===== src/rtl/sobel_pkg.sv =====
// sobel_pkg: shared constants and helpers for the streaming Sobel edge detector.
//   KX, KY : 3x3 Sobel kernels indexed [row][col]; row 0 is the oldest image
//            row in the window and col 2 the newest column.
//   grad_w : width of a signed gradient for a given pixel width.
package sobel_pkg;

   localparam int KX [3][3] = '{'{-1, 0, 1}, '{-2, 0, 2}, '{-1, 0, 1}};
   localparam int KY [3][3] = '{'{-1, -2, -1}, '{0, 0, 0}, '{1, 2, 1}};

   // Three extra bits cover the kernel gain of 4 plus the sign.
   function automatic int grad_w(input int pxl_w);
      return pxl_w + 3;
   endfunction

endpackage


===== src/rtl/line_buffer.sv =====
// line_buffer: fixed-depth shift FIFO holding one image row.
//   clk      : clock
//   shift_en : advance the row by one entry (one accepted pixel)
//   din      : entry written at the head
//   dout     : entry written DEPTH shifts ago
// Storage is data only and is deliberately left unreset.
module line_buffer #(
   parameter int DEPTH = 5,
   parameter int WIDTH = 8
) (
   input  logic             clk,
   input  logic             shift_en,
   input  logic [WIDTH-1:0] din,
   output logic [WIDTH-1:0] dout
);

   logic [WIDTH-1:0] mem_q [DEPTH];
   logic [WIDTH-1:0] mem_d [DEPTH];

   always_comb begin
      mem_d = mem_q;
      if (shift_en) begin
         mem_d[0] = din;
         for (int i = 1; i < DEPTH; i++) begin
            mem_d[i] = mem_q[i-1];
         end
      end
   end

   always_ff @(posedge clk) begin
      mem_q <= mem_d;
   end

   assign dout = mem_q[DEPTH-1];

endmodule


===== src/rtl/sobel_stream.sv =====
// sobel_stream: streaming 3x3 Sobel edge detector over a raster pixel stream.
//   clk, reset : clock, asynchronous active-high reset
//   pxl_in     : input pixel, accepted when pxl_valid is high
//   pxl_valid  : pixel qualifier; gaps freeze all image state
//   sof        : with pxl_valid, marks the pixel as row 0 / col 0
//   thresh     : edge threshold, compared against mag every cycle
//   gx, gy     : signed horizontal / vertical gradients of the window centre
//   mag        : |gx|+|gy| saturated to MAG_W bits
//   edge_out   : mag >= thresh
//   valid      : one-cycle pulse per interior pixel
//   eof        : with valid, last interior pixel of the frame
module sobel_stream
   import sobel_pkg::*;
#(
   parameter int IMG_W = 5,
   parameter int IMG_H = 5,
   parameter int PXL_W = 8,
   parameter int MAG_W = 11
) (
   input  logic                    clk,
   input  logic                    reset,
   input  logic [PXL_W-1:0]        pxl_in,
   input  logic                    pxl_valid,
   input  logic                    sof,
   input  logic [MAG_W-1:0]        thresh,
   output logic signed [PXL_W+2:0] gx,
   output logic signed [PXL_W+2:0] gy,
   output logic [MAG_W-1:0]        mag,
   output logic                    edge_out,
   output logic                    valid,
   output logic                    eof
);

   localparam int GW = grad_w(PXL_W);
   localparam int CW = $clog2(IMG_W);
   localparam int RW = $clog2(IMG_H);
   localparam logic [CW-1:0] COL_LAST = CW'(IMG_W - 1);
   localparam logic [RW-1:0] ROW_LAST = RW'(IMG_H - 1);

   function automatic logic [GW-1:0] abs_grad(input logic signed [GW-1:0] v);
      if (v < 0) return -v;
      return v;
   endfunction

   function automatic logic [MAG_W-1:0] sat_mag(input logic [GW-1:0] s);
      logic [GW+MAG_W-1:0] wide;
      wide = {{MAG_W{1'b0}}, s};
      if (wide > {{GW{1'b0}}, {MAG_W{1'b1}}}) return '1;
      return wide[MAG_W-1:0];
   endfunction

   logic [CW-1:0]    col_q, col_d, col_cur;
   logic [RW-1:0]    row_q, row_d, row_cur;
   logic [PXL_W-1:0] win_q [3][3];
   logic [PXL_W-1:0] win_d [3][3];
   logic             hit_q, hit_d;
   logic             last_q, last_d;
   logic [PXL_W-1:0] lb1_out, lb0_out;

   logic signed [GW-1:0] gx_c, gy_c, pix;
   logic [GW-1:0]        sum_c;
   logic [MAG_W-1:0]     mag_c;

   logic signed [GW-1:0] gx_q, gx_d, gy_q, gy_d;
   logic [MAG_W-1:0]     mag_q, mag_d;
   logic                 edge_q, edge_d, valid_q, valid_d, eof_q, eof_d;

   // lb1 holds the previous row, lb0 the row before it.
   line_buffer #(.DEPTH(IMG_W), .WIDTH(PXL_W)) u_lb1 (
      .clk      (clk),
      .shift_en (pxl_valid),
      .din      (pxl_in),
      .dout     (lb1_out)
   );

   line_buffer #(.DEPTH(IMG_W), .WIDTH(PXL_W)) u_lb0 (
      .clk      (clk),
      .shift_en (pxl_valid),
      .din      (lb1_out),
      .dout     (lb0_out)
   );

   // ---- stage 0: pixel acceptance, raster position, window ----
   always_comb begin
      // sof forces this pixel to (0,0) irrespective of the running position.
      col_cur = sof ? '0 : col_q;
      row_cur = sof ? '0 : row_q;
      col_d   = col_q;
      row_d   = row_q;
      win_d   = win_q;
      hit_d   = 1'b0;
      last_d  = 1'b0;
      if (pxl_valid) begin
         if (col_cur == COL_LAST) begin
            col_d = '0;
            row_d = (row_cur == ROW_LAST) ? '0 : row_cur + RW'(1);
         end else begin
            col_d = col_cur + CW'(1);
            row_d = row_cur;
         end
         for (int r = 0; r < 3; r++) begin
            win_d[r][0] = win_q[r][1];
            win_d[r][1] = win_q[r][2];
         end
         win_d[0][2] = lb0_out;
         win_d[1][2] = lb1_out;
         win_d[2][2] = pxl_in;
         hit_d  = (row_cur >= RW'(2)) && (col_cur >= CW'(2));
         last_d = hit_d && (row_cur == ROW_LAST) && (col_cur == COL_LAST);
      end
   end

   always_ff @(posedge clk or posedge reset) begin
      if (reset) begin
         col_q  <= '0;
         row_q  <= '0;
         hit_q  <= 1'b0;
         last_q <= 1'b0;
         for (int r = 0; r < 3; r++) begin
            for (int c = 0; c < 3; c++) begin
               win_q[r][c] <= '0;
            end
         end
      end else begin
         col_q  <= col_d;
         row_q  <= row_d;
         hit_q  <= hit_d;
         last_q <= last_d;
         win_q  <= win_d;
      end
   end

   // ---- stage 1: gradients, magnitude, threshold, output registers ----
   always_comb begin
      gx_c = '0;
      gy_c = '0;
      pix  = '0;
      for (int r = 0; r < 3; r++) begin
         for (int c = 0; c < 3; c++) begin
            pix  = $signed({3'b000, win_q[r][c]});
            gx_c = gx_c + GW'(KX[r][c]) * pix;
            gy_c = gy_c + GW'(KY[r][c]) * pix;
         end
      end
      // Cannot overflow: 8*(2^PXL_W-1) < 2^GW.
      sum_c = abs_grad(gx_c) + abs_grad(gy_c);
      mag_c = sat_mag(sum_c);
   end

   always_comb begin
      gx_d    = hit_q ? gx_c : gx_q;
      gy_d    = hit_q ? gy_c : gy_q;
      mag_d   = hit_q ? mag_c : mag_q;
      edge_d  = hit_q ? (mag_c >= thresh) : edge_q;
      valid_d = hit_q;
      eof_d   = last_q;
   end

   always_ff @(posedge clk or posedge reset) begin
      if (reset) begin
         gx_q    <= '0;
         gy_q    <= '0;
         mag_q   <= '0;
         edge_q  <= 1'b0;
         valid_q <= 1'b0;
         eof_q   <= 1'b0;
      end else begin
         gx_q    <= gx_d;
         gy_q    <= gy_d;
         mag_q   <= mag_d;
         edge_q  <= edge_d;
         valid_q <= valid_d;
         eof_q   <= eof_d;
      end
   end

   assign gx       = gx_q;
   assign gy       = gy_q;
   assign mag      = mag_q;
   assign edge_out = edge_q;
   assign valid    = valid_q;
   assign eof      = eof_q;

endmodule


===== config.mk =====
export PLATFORM = sky130hd
export DESIGN_NAME = sobel_stream
export DESIGN_NICKNAME = d
export VERILOG_FILES = /design/src/rtl/sobel_pkg.sv /design/src/rtl/line_buffer.sv /design/src/rtl/sobel_stream.sv
export SDC_FILE = /design/constraint.sdc
export NUM_CORES = 1
export LEC_CHECK = 0
export ABC_AREA = 1
export CAP_MARGIN = 40
export CORE_MARGIN = 3
export CORE_UTILIZATION = 37
export CTS_CLUSTER_DIAMETER = 120
export CTS_CLUSTER_SIZE = 16
export DETAILED_ROUTE_END_ITERATION = 16
export DONT_BUFFER_PORTS = 1
export PLACE_DENSITY = 0.52
export SLEW_MARGIN = 25
export SYNTH_ARGS = -nofsm -noshare
export SYNTH_HDL_FRONTEND = slang
export SYNTH_HIERARCHICAL = 1
export SYNTH_SLANG_ARGS = --single-unit

===== constraint.sdc =====
create_clock -name clk -period 5.79 [get_ports clk]
set_input_delay 1.158 -clock clk [delete_from_list [all_inputs] [get_ports clk]]
set_output_delay 1.158 -clock clk [all_outputs]
set_load 0.02 [all_outputs]

==> results.md <==
* Total clock buffers created by CTS at 17
* Seq. cell area at 5260 um^2
* Worst slew pin tran at roughly 0.6 ns
* Final min period at 6.11 ns
* Fin worst setup slack at -0.321 ns
* CTS HTree Levels at 4
* Ys Warns at 6
* Die Area at roughly 33000 um^2
* Fin. max-slew vios at 0
* Drc violations at 0
* Fmax at 164 MHz
* Yosys cell types at 37
* Number of global-route vias before repair at 8131
* Commonest non-fill, non-tap cell in the layout: nand2_1
* CTS Hold Bufs at 0
* Largest net degree at the start of global routing at 205
* Total grt overflow at 0
* Die width at 180 um
* Critical-path top delay cell: fa_1
* Routability Congestion at 0.834
* Syn_nets at 1343
* RSZ-0062 raised after global routing: yes
* Via count at between 7000 and 8000
* Failing checks: negative setup slack
* Final hold violations at 0
* Total Wirelength at 23.6 mm
* Synth Area per Inst at around 9.4 um^2
* CP endpoint kind: register
* I/O pin count at 59
* Starting Density at a little under two fifths
* Max Clock Skew at roughly 0.021 ns
* Max FO, Critical Path at 7
* GRT Total Usage at 15.0%
* Die H at 180 um
* Dpl hpwl at 17.1 mm
* Status: complete, but fails checks
* Clk root buf: clkbuf_16
* Clock slew at reported path FFs at 0.08 ns
* First-pass GRT wire length at about 40 mm
* Fillers at 2805
* CP Data Arrival Time at 6.43 ns
* Seq cells post-synth at 194
* DR WL/cell at 13.5 um
* Worst Setup Start Kind: register
* Row count at 63
* Vias per std cell at 4.51
* Top cell by count, worst path: inv_1
* Sequential area share after synthesis at 46.7%
* Clk sinks at 194
* CTS Buffer Depth at 2
* Area Overhead vs Synth at 27.1%
* Initial DRC Count at 491
* Clk Latency, worst-skew pair at 0.46 ns
* Core Area at 29800 um^2
* Worst Setup Path Type: register to register
* Synth Instances at 1199
* Initial antenna violation count at 0
* Most frequent cells in the layout: 268 x nand2_1, 189 x inv_1, 170 x buf_4
* Netlist Area Pre-Place at 11200 um^2
* DR pass1 iterations at 4
* Max-cap viol count at 0
* Setup-failing EPs final at 2
* Nets at roughly 1500
* Input/output buffers at 0
* Hold Crit Class: register to register
* Period utilization at 106%
* Slew Limit Headroom at around three fifths
* Crit-path max cell delay at 0.54 ns
* CTS tree: yes
* N_diodes at 0
* Critical path data required time at between 6 and 7 ns
* Area occupied by multi-input gates at around 5700 um^2
* Final core occ at 47.9%
* Proportion of layout cells with a drive suffix above 1 at roughly 28%
* Routed Antenna Nets at 0
-- state kept, by name, summed over array words and instances, names as in the netlist, 3 cells and up --
register / cells
col_q: 3
gx: 11
gy: 10
mag: 10
pix: 8
row_q: 3
u_lb0/dout: 8
u_lb0/mem_q: 32
u_lb1/dout: 8
u_lb1/mem_q: 32
win_q: 64
-- per-stage QoR --
step / setup TNS (ns) / instances / hold slack, ns / setup slack [ns] / instance area (um^2)
after global placement: -0.619 / 1692 / 0.335 / -0.619 / 12800
after detailed placement: -0.723 / 1693 / 0.336 / -0.721 / 12800
after global routing: -1.17 / 1755 / 0.375 / -0.678 / 14300
final: -0.396 / 1755 / 0.349 / -0.321 / 14300
after floorplan: -0.0716 / 1199 / 0.331 / -0.0716 / 11400
after CTS: -0.374 / 1741 / 0.353 / -0.374 / 13700
-- worst paths after layout --
path / startpoint / slack (ns) / cells past startpoint / endpoint
min in group asynchronous: reset / 0.59 / 1 / win_q[32]
hold / removal: eof_d / 0.35 / 0 / eof
hold reg to reg: eof_d / 0.35 / 0 / eof
setup / recovery: win_q[65] / -0.32 / 36 / edge_out
max in group asynchronous: reset / 4.19 / 2 / win_q[64]
setup reg to reg: win_q[65] / -0.32 / 36 / edge_out
-- critical path, delay by kind of cell, from the launching register on --
kind                       cells  cell delay (ns)
and+or+nand+nor               12             1.13
adders and majority gates      7             2.44
DFF                            1             0.43
xor gates and xnor gates       3             0.48
AOI/OAI and AO/OA              6             0.84
buffers and inverters          8             0.65
-- logic make-up (layout without fill, tap and decap cells) --
kind of cell	after synthesis	in the layout	synth area share, %
buffers and inverters	276	441	9.82
AOI/OAI and AO/OA	133	133	6.22
xor gates and xnor gates	45	45	3.57
other	1	1	0.0334
DFF	194	194	46.7
and+or+nand+nor	429	430	15.9
adders and majority gates	121	121	17.7
-- final cells by class --
class,count,area share [%]
well taps,390,3.42
flip-flops and latches,194,36.8
inverters,235,6.21
clock inverters,14,1.13
clock buffers,18,3.00
multi-input cells,730,40.1
repair buffers,174,9.31
-- synth_stat cells --
cell       number  area, um^2
nand2_4         1        11.3
nor2_2          2        12.5
clkinv_1        2        7.51
nand4_1         7        43.8
nor2_4          3        33.8
o21bai_1        3        22.5
xor2_1         33         289
a21oi_1        25         125
dfrtp_1       114        2850
o21ai_0        87         435
conb_1          1        3.75
xor2_2          1        16.3
inv_1         216         811
fa_1           63        1260
nand3_1        46         230
o2111ai_1       1        8.76
o21a_1          1        7.51
xnor2_1        11        96.3
nand2_2         8        50.1
ha_1           58         726
nand3_2         3        30.0
nor3_1         13        65.1
buf_4          18         135
nor2_1         50         188
o22ai_1         2        12.5
clkbuf_1       23        86.3
nand3b_1        3        22.5
and2_1          1        6.26
edfxtp_1       80        2400
o21ai_1         6        30.0
nor4_1          1        6.26
a21o_1          2        15.0
a31oi_1         4        25.0
nand2_1       291        1090
inv_2          17        63.8
a21oi_2         1        8.76
a221oi_1        1        8.76
-- metal layers --
| metal | wire length [um] | track usage, % | share of wire [%] | up-vias |
|---|---|---|---|---|
| met5 | 0 | 0 | 0 | - |
| met4 | 329 | 4.27 | 1.4 | 0 |
| met1 | 11400 | 20.7 | 48 | 3772 |
| met3 | 642 | 2.93 | 2.7 | 19 |
| li1 | - | - | - | 4038 |
| met2 | 11300 | 24.4 | 48 | 87 |
-- timing repair --
action,in CTS,in global routing
gates resized for setup,56,104
endpoints found under the setup margin,2,4
gates cloned,1,0
buffers inserted,15,14
pin swaps,44,83
Power is not shown: default switching activity piles up to over one toggle a cycle in this logic, so the estimate is an artifact.
